==> config.mk <==
export PLATFORM = sky130hd
export DESIGN_NAME = i2c_rx_framer
export DESIGN_NICKNAME = d
export VERILOG_FILES = /design/src/rtl/i2c_pkg.sv /design/src/rtl/i2c_sig_filter.sv /design/src/rtl/i2c_rx_framer.sv
export SDC_FILE = /design/constraint.sdc
export NUM_CORES = 1
export LEC_CHECK = 0
export CELL_PAD_IN_SITES_DETAIL_PLACEMENT = 1
export CELL_PAD_IN_SITES_GLOBAL_PLACEMENT = 1
export CORE_MARGIN = 1
export CORE_UTILIZATION = 46
export CTS_BUF_LIST = sky130_fd_sc_hd__clkbuf_2 sky130_fd_sc_hd__clkbuf_4 sky130_fd_sc_hd__clkbuf_8
export DETAILED_ROUTE_END_ITERATION = 7
export PLACE_DENSITY = 0.92
export RECOVER_POWER = 100
export SLEW_MARGIN = 30
export SYNTH_ARGS = -nofsm -noshare
export SYNTH_HDL_FRONTEND = slang
export SYNTH_SLANG_ARGS = --single-unit
==> constraint.sdc <==
create_clock -name clk -period 2.2 [get_ports clk]
set_input_delay 0.22 -clock clk [delete_from_list [all_inputs] [get_ports clk]]
set_output_delay 0.22 -clock clk [all_outputs]
set_load 0.005 [all_outputs]
==> src/rtl/i2c_pkg.sv <==
// i2c_pkg: shared FSM state encoding and default parameters for the I2C receive framer
package i2c_pkg;
  typedef enum logic [2:0] {
    IDLE,
    ADDR,
    ADDR_ACK,
    DATA,
    DATA_ACK,
    IGNORE
  } i2c_state_e;
  localparam logic [6:0] DEF_SLAVE_ADDR = 7'h42;
  localparam int DEF_FILT_LEN = 3;
endpackage

==> src/rtl/i2c_sig_filter.sv <==
// i2c_sig_filter: 2-flop synchronizer plus glitch filter; the output follows only after FILT_LEN equal samples
module i2c_sig_filter
  import i2c_pkg::*;
#(
  parameter int FILT_LEN = DEF_FILT_LEN
) (
  input  logic clk,
  input  logic rst_n,
  input  logic raw_i,
  output logic filt_o
);
  localparam int CW = $clog2(FILT_LEN + 1);
  logic [1:0]    sync_q;
  logic          filt_q, filt_d, differ, done;
  logic [CW-1:0] cnt_q, cnt_d;
  // count consecutive synchronized samples that disagree with the filtered level
  always_comb begin
    differ = sync_q[1] != filt_q;
    done   = differ && cnt_q == CW'(FILT_LEN - 1);
    cnt_d  = (differ && !done) ? cnt_q + 1'b1 : '0;
    filt_d = done ? sync_q[1] : filt_q;
  end
  // synchronizer and filter state; idle bus level is high
  always_ff @(posedge clk or negedge rst_n) begin
    if (!rst_n) begin
      sync_q <= 2'b11;
      filt_q <= 1'b1;
      cnt_q  <= '0;
    end else begin
      sync_q <= {sync_q[0], raw_i};
      filt_q <= filt_d;
      cnt_q  <= cnt_d;
    end
  end
  assign filt_o = filt_q;
endmodule

==> src/rtl/i2c_rx_framer.sv <==
// i2c_rx_framer: write-only I2C slave receiver with START/STOP detection, ACK generation and a one-byte buffer
module i2c_rx_framer
  import i2c_pkg::*;
#(
  parameter logic [6:0] SLAVE_ADDR = DEF_SLAVE_ADDR,
  parameter int         FILT_LEN   = DEF_FILT_LEN
) (
  input  logic       clk,
  input  logic       rst_n,
  input  logic       scl_i,
  input  logic       sda_i,
  output logic       sda_o,
  output logic [7:0] rx_data,
  output logic       rx_valid,
  input  logic       rx_ready,
  output logic       start_det,
  output logic       stop_det,
  output logic       overflow,
  output logic       busy
);
  i2c_state_e state_q, state_d;
  logic [7:0] shift_q, shift_d, rx_data_q, rx_data_d, byte_w;
  logic [2:0] bit_cnt_q, bit_cnt_d;
  logic       scl_f, sda_f, scl_p_q, sda_p_q;
  logic       ack_q, ack_d, skip_q, skip_d, sda_q, sda_d;
  logic       rx_valid_q, rx_valid_d, busy_q, busy_d;
  logic       start_q, stop_q, ovf_q, ovf_d;
  logic       scl_rise, scl_fall, scl_hold, start_ev, stop_ev, room;

  i2c_sig_filter #(.FILT_LEN(FILT_LEN)) u_scl_filt (
    .clk(clk), .rst_n(rst_n), .raw_i(scl_i), .filt_o(scl_f)
  );
  i2c_sig_filter #(.FILT_LEN(FILT_LEN)) u_sda_filt (
    .clk(clk), .rst_n(rst_n), .raw_i(sda_i), .filt_o(sda_f)
  );

  assign scl_rise = scl_f && !scl_p_q;
  assign scl_fall = !scl_f && scl_p_q;
  assign scl_hold = scl_f && scl_p_q;
  assign start_ev = scl_hold && sda_p_q && !sda_f;
  assign stop_ev  = scl_hold && !sda_p_q && sda_f;
  assign byte_w   = {shift_q[6:0], sda_f};
  assign room     = !rx_valid_q || rx_ready;

  // protocol FSM: bus conditions override everything, then bit collection and ACK slots
  always_comb begin
    state_d    = state_q;
    shift_d    = shift_q;
    bit_cnt_d  = bit_cnt_q;
    ack_d      = ack_q;
    skip_d     = skip_q;
    sda_d      = sda_q;
    rx_data_d  = rx_data_q;
    rx_valid_d = rx_valid_q && !rx_ready;
    busy_d     = busy_q;
    ovf_d      = 1'b0;
    if (stop_ev) begin
      state_d = IDLE;
      sda_d   = 1'b1;
      busy_d  = 1'b0;
      ack_d   = 1'b0;
      skip_d  = 1'b0;
    end else if (start_ev) begin
      state_d   = ADDR;
      bit_cnt_d = 3'd0;
      sda_d     = 1'b1;
      busy_d    = 1'b1;
      ack_d     = 1'b0;
      skip_d    = 1'b0;
    end else begin
      case (state_q)
        ADDR, DATA: begin
          if (scl_rise) begin
            if (skip_q) begin
              skip_d = 1'b0;
            end else begin
              shift_d   = byte_w;
              bit_cnt_d = bit_cnt_q + 3'd1;
              if (bit_cnt_q == 3'd7) begin
                if (state_q == ADDR) begin
                  state_d = (byte_w[7:1] == SLAVE_ADDR && !byte_w[0]) ? ADDR_ACK : IGNORE;
                end else if (room) begin
                  rx_data_d  = byte_w;
                  rx_valid_d = 1'b1;
                  state_d    = DATA_ACK;
                end else begin
                  ovf_d  = 1'b1;
                  skip_d = 1'b1;
                end
              end
            end
          end
        end
        ADDR_ACK, DATA_ACK: begin
          if (scl_fall) begin
            ack_d = !ack_q;
            sda_d = ack_q;
            if (ack_q) begin
              state_d   = DATA;
              bit_cnt_d = 3'd0;
            end
          end
        end
        default: ;
      endcase
    end
  end

  // state registers; reset releases the bus and waits for a fresh START
  always_ff @(posedge clk or negedge rst_n) begin
    if (!rst_n) begin
      state_q    <= IDLE;
      shift_q    <= 8'h00;
      bit_cnt_q  <= 3'd0;
      ack_q      <= 1'b0;
      skip_q     <= 1'b0;
      sda_q      <= 1'b1;
      rx_data_q  <= 8'h00;
      rx_valid_q <= 1'b0;
      busy_q     <= 1'b0;
      start_q    <= 1'b0;
      stop_q     <= 1'b0;
      ovf_q      <= 1'b0;
      scl_p_q    <= 1'b1;
      sda_p_q    <= 1'b1;
    end else begin
      state_q    <= state_d;
      shift_q    <= shift_d;
      bit_cnt_q  <= bit_cnt_d;
      ack_q      <= ack_d;
      skip_q     <= skip_d;
      sda_q      <= sda_d;
      rx_data_q  <= rx_data_d;
      rx_valid_q <= rx_valid_d;
      busy_q     <= busy_d;
      start_q    <= start_ev;
      stop_q     <= stop_ev;
      ovf_q      <= ovf_d;
      scl_p_q    <= scl_f;
      sda_p_q    <= sda_f;
    end
  end

  assign sda_o     = sda_q;
  assign rx_data   = rx_data_q;
  assign rx_valid  = rx_valid_q;
  assign start_det = start_q;
  assign stop_det  = stop_q;
  assign overflow  = ovf_q;
  assign busy      = busy_q;
endmodule

## Yosys cells after proc, flatten, opt, wreduce, memory -nomap -nowiden

Index checks and enable logic that the tools add are counted.

| word-level totals | value |
|---|---|
| bits in registers | 41 |
| bits of input ports | 5 |
| output and inout bits | 14 |
| word-level logic and storage cells | 134 |

| operators by class | value |
|---|---|
| $add $sub $neg | 3 |
| equal/unequal tests | 20 |
| muxes and demuxes | 49 |
| bitwise gates (word level) | 4 |
| reduce and logical (&&, ||, !) cells | 38 |

Operators with widths:

| cell | count |
|---|---|
| $mux W3 | 15 |
| $mux W1 | 30 |
| $ne A4 B4 Y1 const B | 5 |
| $reduce_bool A3 Y1 | 5 |
| $logic_and A1 B1 Y1 | 13 |
| $ne A3 B3 Y1 const B | 4 |
| $pmux W3 S2 | 2 |
| $logic_not A1 Y1 | 9 |
| $reduce_and A8 Y1 | 1 |
| $eq A7 B7 Y1 const B | 1 |
| $reduce_and A7 Y1 | 1 |
| $eq A3 B2 Y1 const B | 2 |
| $eq A3 B3 Y1 const B | 2 |
| $reduce_and A6 Y1 | 1 |
| $ne A5 B5 Y1 const B | 1 |
| $reduce_and A5 Y1 | 1 |
| $add A2 B1 Y2 const B | 2 |
| $eq A2 B2 Y1 const B | 2 |
| $mux W2 | 2 |
| $not A1 Y1 | 4 |
| $reduce_and A2 Y1 | 2 |
| $reduce_bool A4 Y1 | 1 |
| $reduce_or A2 Y1 | 2 |
| $add A3 B1 Y3 const B | 1 |
| 4 further kinds | 5 |

## Logic depth before layout (Yosys ltp)

Gate-level depths: netlist of the first run.

| logic depth | value |
|---|---|
| depth in word-level cells | 10 |
| gate-level depth with buffers | 6 |
| depth with buffers taken out | 5 |

## By module

A second synthesis of the first run with hierarchy kept.

| unflattened totals | value |
|---|---|
| cells, all modules | 142 |
| area total of the unflattened synthesis | 1811.7 um2 |

By module, submodules not included:

| module | times used | cells an instance | area an instance (um2) | seq. area each (um2) |
|---|---|---|---|---|
| i2c_rx_framer | 1 | 120 | 1461.4 | 779.5 |
| i2c_sig_filter | 2 | 11 | 175.2 | 128.9 |

## Worst setup path after synthesis of the first run

OpenSTA, ideal clock, no wires.

| path | value |
|---|---|
| path type | reg2reg |
| from | register scl_p_q |
| to | register bit_cnt_q[0] |
| library setup time | 0.125 ns |
| arrival time | 1.683 ns |
| data required time | 2.075 ns |
| setup slack | 0.392 ns |
| cell stages (with the launch flop) | 6 |
| buffers on the path | 1 |
| period minus slack after synthesis | 1.808 ns |
| path through | dfstp_2 -> clkbuf_1 -> nand2_1 -> or4_4 -> and3_4 -> mux2_4 |

| between the ends | value |
|---|---|
| longest elaborated chain between the ends | 5 |
| elaborated cells on any way between the ends | 16 |
| classes of those cells | 4 x eq/ne; 1 x mux; 1 x bitwise; 10 x reduce/logical |

RTL lines:

| element | line | source |
|---|---|---|
| from (decl) | i2c_rx_framer.sv:24 | `logic scl_f, sda_f, scl_p_q, sda_p_q;` |
| from (signal assigned) | i2c_rx_framer.sv:139 | `scl_p_q <= scl_f;` |
| $logic_and A1 B1 Y1 | i2c_rx_framer.sv:39 | `assign scl_hold = scl_f && scl_p_q;` |
| $logic_and A1 B1 Y1, on equally long branches (2 in a row) | i2c_rx_framer.sv:40, i2c_rx_framer.sv:41 |  |
| $ne A3 B3 Y1 (no source line) (tied with other cells) | n/a |  |
| $reduce_and A6 Y1 (no source line) | n/a |  |
| to (signal assigned) | i2c_rx_framer.sv:129 | `bit_cnt_q <= bit_cnt_d;` |
| to (decl) | i2c_rx_framer.sv:23 | `logic [2:0] bit_cnt_q, bit_cnt_d;` |

Several ways; a longest one is shown, not always the timed one.
A chain may end at the register's enable or synchronous reset.

## Final worst setup path of the first run

| path | value |
|---|---|
| from | register u_scl_filt.filt_q, in the netlist u_scl_filt.filt_o |
| to | register rx_data_q[5], in the netlist rx_data[5] |

| between the ends | value |
|---|---|
| longest elaborated chain between the ends | 5 |
| elaborated cells on any way between the ends | 9 |
| classes of those cells | 2 x bitwise; 7 x reduce/logical |

RTL lines:

| element | line | source |
|---|---|---|
| from (decl) | i2c_sig_filter.sv:14 | `logic filt_q, filt_d, differ, done;` |
| from (signal assigned) | i2c_sig_filter.sv:31 | `filt_q <= filt_d;` |
| $logic_and A1 B1 Y1 | i2c_rx_framer.sv:39 |  |
| $logic_and A1 B1 Y1, on equally long branches (2 in a row) | i2c_rx_framer.sv:41, i2c_rx_framer.sv:40 |  |
| $not A1 Y1 (no source line) | n/a |  |
| $reduce_and A8 Y1 (no source line) (*) | n/a |  |
| to (signal assigned) | i2c_rx_framer.sv:133 | `rx_data_q <= rx_data_d;` |
| to (decl) | i2c_rx_framer.sv:22 | `logic [7:0] shift_q, shift_d, rx_data_q, rx_data_d, byte_w;` |

Every way passes the cells marked *; elsewhere a longest branch is shown, timed or not.

==> results, run 1 <==
- The share of cell area taken by muxes after synthesis is 0.0790.
- The via count of the first global-routing pass was 1,329.
- The static leakage is 1.02 nW.
- The CTS tree is built.
- The number of vias per cell is 5.36.
- The startpoint kind of the worst setup timing path is a flop.
- The area growth from synthesis to final layout is 19.1%.
- By area, the combinational part of the netlist is dominated by simple AND/OR/NAND/NOR gates.
- Adding up every negative setup slack in the final design gives 0 ns.
- The most used standard cell by instance count after synthesis is sky130_fd_sc_hd__nand2_1.
- The peak per-stage delay on the critical path is 0.66 ns.
- The complex-gate fraction of the synthesized area is 0.0783.
- Walking the worst path, the cells encountered are nor3b_1 > nand4_1 > nor2b_1 > buf_4 > mux2_2.
- The uppermost layer routed is met4.
- The longest clock path from root to sink contains 2 buffers.
- Across every metal layer, demand over resource in global routing totals 0.214.
- The most frequently used flop master after synthesis is sky130_fd_sc_hd__dfrtp_1.
- The area of the mapped netlist is 0.00174 sq mm.
- The initialized floorplan defines 21 standard-cell rows.
- Once placement completed, the tool counted placed cells totaling 214.
- The final weighted congestion in routability-driven placement is 0.790.
- The required time at the endpoint of the critical path is 2.38 ns.
- 19 I/O pins were placed.
- After filler insertion, the fill cell instance count of the layout stands at 366.
- The max-cap violation count is 0.
- The clock period could shrink to 2.06 ns.
- In the routed design, unresolved DRC markers number 0.
- The routed wire length is 3780 um.
- The clock slew seen by the registers of the worst setup and hold paths is 0.07 ns.
- The routed length on met3 is 100 um.
- Counting every sink on the clock net gives 41.
- STA classifies the critical path endpoint as a flop.
- After detailed routing, the wire length on met1 is 1690 um.
- Yosys printed 0 warnings.
- The share of Yosys cell area claimed by the top area cell type is 0.460.
- The min-delay analysis places its worst path in the category reg -> reg.
- Clock latency on the worst-skew pair, taken at its later pin, is 0.30 ns.
- At the pin with the least slew margin, the transition time is 1.00 ns.
- The floorplan step defined a core boundary enclosing 0.00347 sq mm.
- Between clock sinks in the finished design, the worst skew comes to 0.00850 ns.
- The worst pin sits at a relative slew slack of 0.333.
- The number of detailed-routing iterations run before antenna repair is 4.
- The die covers 0.00404 sq mm.
- Post-CTS repair changed the size of 0 cells.
- The final setup violation count is 0.
- Data on the critical path arrives at its endpoint at 2.24 ns.
- After detailed routing, the average wire length per cell comes to 16.9 um.
- Counting every instance in the synthesized netlist gives 152.
- Of the available clock period, the critical path in the final layout requires 0.938.
- Timing would allow up to 0.485 GHz.
- Yosys attributes the largest share of cell area to sky130_fd_sc_hd__dfrtp_1 46%, sky130_fd_sc_hd__dfstp_2 14%, sky130_fd_sc_hd__nand2_1 7.1%, sky130_fd_sc_hd__mux2_2 6.5%, sky130_fd_sc_hd__ha_1 2.9%.
- Summing all multi-input logic gate instances after layout gives 652 sq um.
- The starting density of the core is 0.502.
- sky130_fd_sc_hd__dfrtp_1 takes more of the synthesized area than any other cell.
- The run finished with clean final reports.
- The worst reg-to-reg path cell count is 5.
- The number of cells in the finished layout apart from fillers is 223.
- The async set-reset flop share out of synthesis is 1.00.
- Buffers added to address setup during post-CTS repair amount to 0.
- The reg-to-reg critical path endpoint is rx_data[5]$_DFFE_PN0P_.
- After the first detailed-routing iteration, the DRC count stood at 57.
- The type of the worst setup path is reg -> reg.
- The tree is rooted in a sky130_fd_sc_hd__clkbuf_8.
- The sum of internal, switching and leakage power is 0.00252 W.
- The wire length of the first global-routing pass is 6470 um.
- Input and output buffers added on the ports amount to 18.
- For this block, the via count after detailed routing is 1,196.
- The number of unique standard cell types used by synthesis is 36.
- The share of synthesized cell area in and, or, nand and nor gates is 0.172.
- When the netlist entered floorplanning its net count stood at 161.
- By count the netlist is led by 33 x sky130_fd_sc_hd__nand2_1, 32 x sky130_fd_sc_hd__dfrtp_1, 10 x sky130_fd_sc_hd__mux2_2, 10 x sky130_fd_sc_hd__nor2_1, 9 x sky130_fd_sc_hd__dfstp_2.
- The worst hold path terminates at u_scl_filt.sync_q[1]$_DFF_PN1_.
- From left edge to right edge, the die measures 63.5 um.
- The detailed route wirelength on metal2 is 1920 um.
- The final layout net count is 185.
- The final antenna diode count is 0.
- The area share of xor/xnor cells in the synthesized design is 0.0201.
- The floorplan step set the die height to 63.5 um.
- The initial antenna violation count is 0.
- The number of enable-type register cells in the synthesized netlist is 0.
- The smallest hold slack is 0.362 ns.
- The worst flop-to-flop path startpoint is u_scl_filt.filt_o$_DFFE_PN1P_.
- A synthesized cell averages 11.5 sq um.
- The hold-critical path depth is 0.
- Setup repair after global routing left no endpoint under its margin.
- The maximum number of pins on one net before global-route repair is 42.
- The maximum fanout along the worst path is 13.
- The total overflow left after global routing is 0.
- Of the total synthesized cell area, the portion taken by full adders, half adders and majority gates is 0.0287.
- The depth of the CTS H-tree is 2.
- The total count of hold-check failures in the final report was 0.
- In this run the power density over the cells is 1210 mW/mm^2.
- In the final layout, flip-flops and latches occupy 0.00104 sq mm.
- Across all register-to-register paths, the minimum setup slack is 0.14 ns.
- Clock tree synthesis inserted a total of 5 buffers.
- In this run, synthesis produced a sequential element count of 41.
- The startpoint identified for the worst hold timing path is u_scl_filt.sync_q[0]$_DFF_PN1_.
- The max-slew violation count is 0.
- The largest individual stage delay along the critical path comes from the cell sky130_fd_sc_hd__dfstp_2.
- The final HPWL from detailed placement is 2550 um.
- The fraction of the yosys area taken by sequential cells is 0.596.
- In this run the remaining antenna-violating nets after routing total 0.
- The share of cells above drive strength 1 is 0.186.
- IR analysis of the VDD net gives a maximum drop of 0.589 mV.
==> critical path, delay by kind of cell, from the launching register on <==
family                 cells  cell delay (ns)
and+or+nand+nor            3             0.75
buffers and inverters      1             0.19
DFF                        1             0.66
muxes                      1             0.35
==> layer usage <==
layer	vias to the layer above	global-route usage
met1	610	0.257
li1	565	-
met5	-	0
met4	0	0.0767
met3	6	0.0543
met2	15	0.367
==> how the worst max path moves through the flow <==
stage,startpoint,depth (start not counted),end
after floorplan,scl_p_q$_DFF_PN1_,5,bit_cnt_q[0]$_DFFE_PN0P_
after global placement,u_scl_filt.filt_o$_DFFE_PN1P_,5,rx_data[1]$_DFFE_PN0P_
after detailed placement,u_scl_filt.filt_o$_DFFE_PN1P_,5,rx_data[5]$_DFFE_PN0P_
after CTS,u_scl_filt.filt_o$_DFFE_PN1P_,5,rx_data[5]$_DFFE_PN0P_
after global routing,u_scl_filt.filt_o$_DFFE_PN1P_,5,rx_data[3]$_DFFE_PN0P_
final,u_scl_filt.filt_o$_DFFE_PN1P_,5,rx_data[5]$_DFFE_PN0P_
==> power breakdown <==
group	switching (W)	leakage [nW]	total, W	internal [W]
Combinational	0.000388	0.449	0.000742	0.000354
Clock	0.000259	0.0542	0.000543	0.000284
Sequential	0.000240	0.518	0.00123	0.000991
Total	0.000888	1.02	0.00252	0.00163
==> cell type report <==
| type | instances | share of cell area |
|---|---|---|
| Clock buffer | 7 | 0.0464 |
| Clock inverter | 1 | 0.00241 |
| Inverter | 6 | 0.0109 |
| Multi-Input combinational cell | 100 | 0.314 |
| Sequential cell | 41 | 0.500 |
| Tap cell | 46 | 0.0277 |
| Timing Repair Buffer | 22 | 0.0983 |
==> through the flow <==
step	setup slack [ns]	instance area, sq um	util
2_1_floorplan	0.392	1740	-
3_3_place_gp	0.371	1970	0.569
4_1_cts	0.158	2080	0.598
6_report	0.137	2070	0.598
5_1_grt	0.0381	2070	0.598
3_5_place_dp	0.284	1970	0.569
==> kinds of logic (layout without fill, tap and decap cells) <==
kind of cell / after synthesis / after routing
simple gates: 62 / 62
flops: 41 / 41
compound gates: 18 / 18
mux: 12 / 12
buf+inv: 11 / 36
fa+ha+maj: 4 / 4
xor+xnor: 4 / 4
==> sequential cells by signal, summed over array words and instances (netlist names), 2 cells and up <==
name and flops:
bit_cnt_q 3, state_q 3, u_sda_filt.cnt_q 2, rx_data 8, u_scl_filt.sync_q 2, u_sda_filt.sync_q 2, shift_q 7, u_scl_filt.cnt_q 2
==> cells in the final DEF (no fill, tap or decap), types with 4 or more instances in the layout <==
master / n
sky130_fd_sc_hd__ha_1: 4
sky130_fd_sc_hd__dfrtp_1: 32
sky130_fd_sc_hd__nor2_1: 10
sky130_fd_sc_hd__mux2_2: 10
sky130_fd_sc_hd__nand2b_1: 5
sky130_fd_sc_hd__dfstp_2: 7
sky130_fd_sc_hd__clkbuf_8: 7
sky130_fd_sc_hd__inv_1: 6
sky130_fd_sc_hd__dlygate4sd3_1: 17
sky130_fd_sc_hd__nand2_1: 33
==> repair_timing <==
action,CTS,global route
hold buffers,0,1
hold endpoints to repair,0,32
endpoints found under the setup margin,0,0
No activity file was read; power rests on OpenSTA's default activity.
==> run 2, diff against run 1 <==
Settings changed: CAP_MARGIN from default to 20, GPL_ROUTABILITY_DRIVEN from default to 0.
==> results of run 2 <==
Final layout, timing and power as in run 1 (identical DEF).
==> run 3, diff against run 2 <==
Settings changed: SKIP_CTS_REPAIR_TIMING from default to 1, SLEW_MARGIN 30 to default.
==> run 3 against run 2 <==
Sequential share of layout area is 0.24 points higher. Routed wire length is 0.32% lower. Critical path depth stayed put. Total power is 0.12% lower. Highest routed layer unchanged. Largest cell class unchanged. Critical path type unchanged. Global-route usage stayed put. Cell area is 0.48% lower.
==> results, run 3 (same netlist as run 1, synthesis figures left out) <==
- The worst max-slew margin expressed relative to the limit is 0.401.
- The analysis attributes to cell leakage a power of 1.02 nW.
- In this run the tool buffered the top-level ports with 18 buffer cells.
- After floorplanning, the core was divided into 21 placement rows.
- The class of the tightest hold or removal check is in -> async.
- The placed instance count is 214.
- The peak per-stage delay on the critical path is 0.66 ns.
- The DRC marker count from the first detailed-route iteration is 56.
- The insertion delay to the later sink of the worst-skew pair is 0.30 ns.
- The register with the most flip-flops in the layout has 8 of them.
- The library cell used most frequently in the layout, excluding fill and tap cells, is sky130_fd_sc_hd__nand2_1.
- The worst-case IR drop observed on VDD is 0.589 mV.
- Dividing the final minimum period by the clock period gives 0.937.
- At the pin with the least slew margin, the transition time is 0.899 ns.
- The startpoint identified for the worst register-to-register timing path is u_scl_filt.filt_o$_DFFE_PN1P_.
- The total negative setup slack is 0 ns.
- The element type at the critical path end is a flop.
- No sink is reached through more buffers than the 2 on the longest clock path.
- The final setup violation count is 0.
- The worst register-to-register path has a setup slack of 0.14 ns.
- The average detailed-routed wire length per instance is 17.0 um.
- The number of cells in the finished layout apart from fillers is 222.
- The overall die height is 63.5 um.
- The total count of hold-check failures in the final report was 0.
- The clock net sink count is 41.
- The flow ran to the end, and the final reports show no timing, DRC or antenna violations.
- The first global-routing pass estimated 6470 um of wire.
- The worst path in the final design needs a cycle of 2.06 ns, including I/O delays and setup.
- The largest individual stage delay along the critical path comes from the cell sky130_fd_sc_hd__dfstp_2.
- The required time at the endpoint of the critical path is 2.38 ns.
- Once layout is complete, the utilization of the core stands at 0.595.
- The area growth from synthesis to final layout is 18.5%.
- Setup repair after global routing left no endpoint under its margin.
- The share of cells above drive strength 1 is 0.188.
- The worst setup slack after placement is 0.284 ns.
- Power spread over the standard cell area amounts to 1220 mW/mm^2.
- The count of vias placed by the detailed router is 1,199.
- The max-cap violation count is 0.
- The via count of the first global-routing pass was 1,329.
- For the final database, setup skew stands at 0.00803 ns.
- The initial antenna violation count is 0.
- In the layout the commonest cells are 33 x sky130_fd_sc_hd__nand2_1, 32 x sky130_fd_sc_hd__dfrtp_1, 16 x sky130_fd_sc_hd__dlygate4sd3_1, 10 x sky130_fd_sc_hd__nor2_1, 10 x sky130_fd_sc_hd__mux2_2.
- The routed design has 3760 um of wire.
- The worst reg-to-reg path cell count is 5.
- The final layout contains 184 nets.
- The finished cells cover 0.00206 sq mm.
- The total clock buffers created by CTS is 5.
- The wire-length estimate of the detail-placed layout is 2550 um.
- The combined buffer and inverter count along the critical path is 1.
- The count of nets left with antenna violations once routing finished came out at 0.
- The core area is 0.00347 sq mm.
- The number of remaining DRC errors is 0.
- The H-tree generated during clock tree synthesis spans 2 levels.
- The clock tree root buffer cell is sky130_fd_sc_hd__clkbuf_8.
- Dividing the detail-routed via count by the number of cells gives 5.40.
- The max-slew violation count is 0.
- Static timing analysis puts the maximum clock frequency at 0.485 GHz.
- At the worst endpoint, the arrival time is 2.24 ns.
- Across all setup checks in the final design, the least slack found is 0.139 ns.
- The final antenna diode count is 0.
- Entering global routing, the biggest net connects 42 pins.
- Broken down by cell family, the worst path's largest delay share belongs to simple AND/OR/NAND/NOR gates.
- The number of detailed-routing iterations run before antenna repair is 4.
- Once placement finished, the instance area stood at 0.00197 sq mm.
- The critical path goes through nor3b_1 > nand4_1 > nor2b_1 > buf_4 > mux2_2.
- After filler insertion, the fill cell instance count of the layout stands at 367.
- Clock-pin slew was measured on the worst setup and hold paths at 0.08 ns.
- The sequential cell area is 0.00104 sq mm.
- 19 I/O pins were placed.
- In the global route stage, overall resource usage came out at 0.214.
- The full die area is 0.00404 sq mm.
- The starting density of the core is 0.502.
- The total stage count of the critical path is 5.
- In this run the worst path has a maximum fanout of 13.
- The die is 63.5 um wide.
- TritonCTS built the clock tree.
- The residual overflow from global routing is 0.
- The area of the multi-input gates is 652 sq um.
- The reg-to-reg critical path endpoint is rx_data[5]$_DFFE_PN0P_.
- By startpoint and endpoint, the worst setup path is classified as reg -> reg.
- The worst setup path is launched from a flop.
[run 3: cell count changes in the layout (fill, tap and decap cells not counted)]
cell,previous run,this run
sky130_fd_sc_hd__clkbuf_2,1,0
sky130_fd_sc_hd__dlygate4sd3_1,17,16
sky130_fd_sc_hd__buf_2,0,1
[run 3: worst reg2reg max path: stages (launching register included)]
cell and delay (ns):
sky130_fd_sc_hd__dfstp_2 0.66, sky130_fd_sc_hd__nor3b_1 0.37, sky130_fd_sc_hd__nand4_1 0.21, sky130_fd_sc_hd__nor2b_1 0.17, sky130_fd_sc_hd__buf_4 0.19, sky130_fd_sc_hd__mux2_2 0.35
[run 3: worst max path at each step]
stage / slack, ns / from / to
global route: 0.04 / u_scl_filt.filt_o$_DFFE_PN1P_ / rx_data[3]$_DFFE_PN0P_
CTS: 0.16 / u_scl_filt.filt_o$_DFFE_PN1P_ / rx_data[5]$_DFFE_PN0P_
global placement: 0.37 / u_scl_filt.filt_o$_DFFE_PN1P_ / rx_data[1]$_DFFE_PN0P_
floorplan: 0.39 / scl_p_q$_DFF_PN1_ / bit_cnt_q[0]$_DFFE_PN0P_
finish: 0.14 / u_scl_filt.filt_o$_DFFE_PN1P_ / rx_data[5]$_DFFE_PN0P_
detailed placement: 0.28 / u_scl_filt.filt_o$_DFFE_PN1P_ / rx_data[5]$_DFFE_PN0P_
[run 3: routing by layer]
| metal | up-vias | GRT usage | wire (um) |
|---|---|---|---|
| li1 | 563 | - | - |
| met1 | 613 | 0.257 | 1680 |
| met2 | 17 | 0.367 | 1930 |
| met3 | 6 | 0.0543 | 102 |
| met4 | 0 | 0.0767 | 59 |
| met5 | - | 0 | 0 |
[run 3: layout make-up]
class | count | area share
timing repair buffer | 21 | 0.0939
clock inverter | 1 | 0.00242
multi-input combinational | 100 | 0.316
sequential | 41 | 0.502
clock buffer | 7 | 0.0467
inverter | 6 | 0.0109
tap | 46 | 0.0279
[run 3: through the flow]
stage | total power, W | hold slack [ns]
after floorplan | 0.00172 | -0.0756
after global placement | 0.00192 | 0.346
after detailed placement | 0.00201 | 0.352
after CTS | 0.00257 | 0.0739
after global routing | 0.00267 | 0.123
final | 0.00251 | 0.0378
[run 3: power breakdown]
group,switching [W],internal (W),total (W),leakage (nW)
registers,0.000240,0.000991,0.00123,0.518
logic,0.000388,0.000353,0.000740,0.444
clock network,0.000259,0.000283,0.000542,0.0542
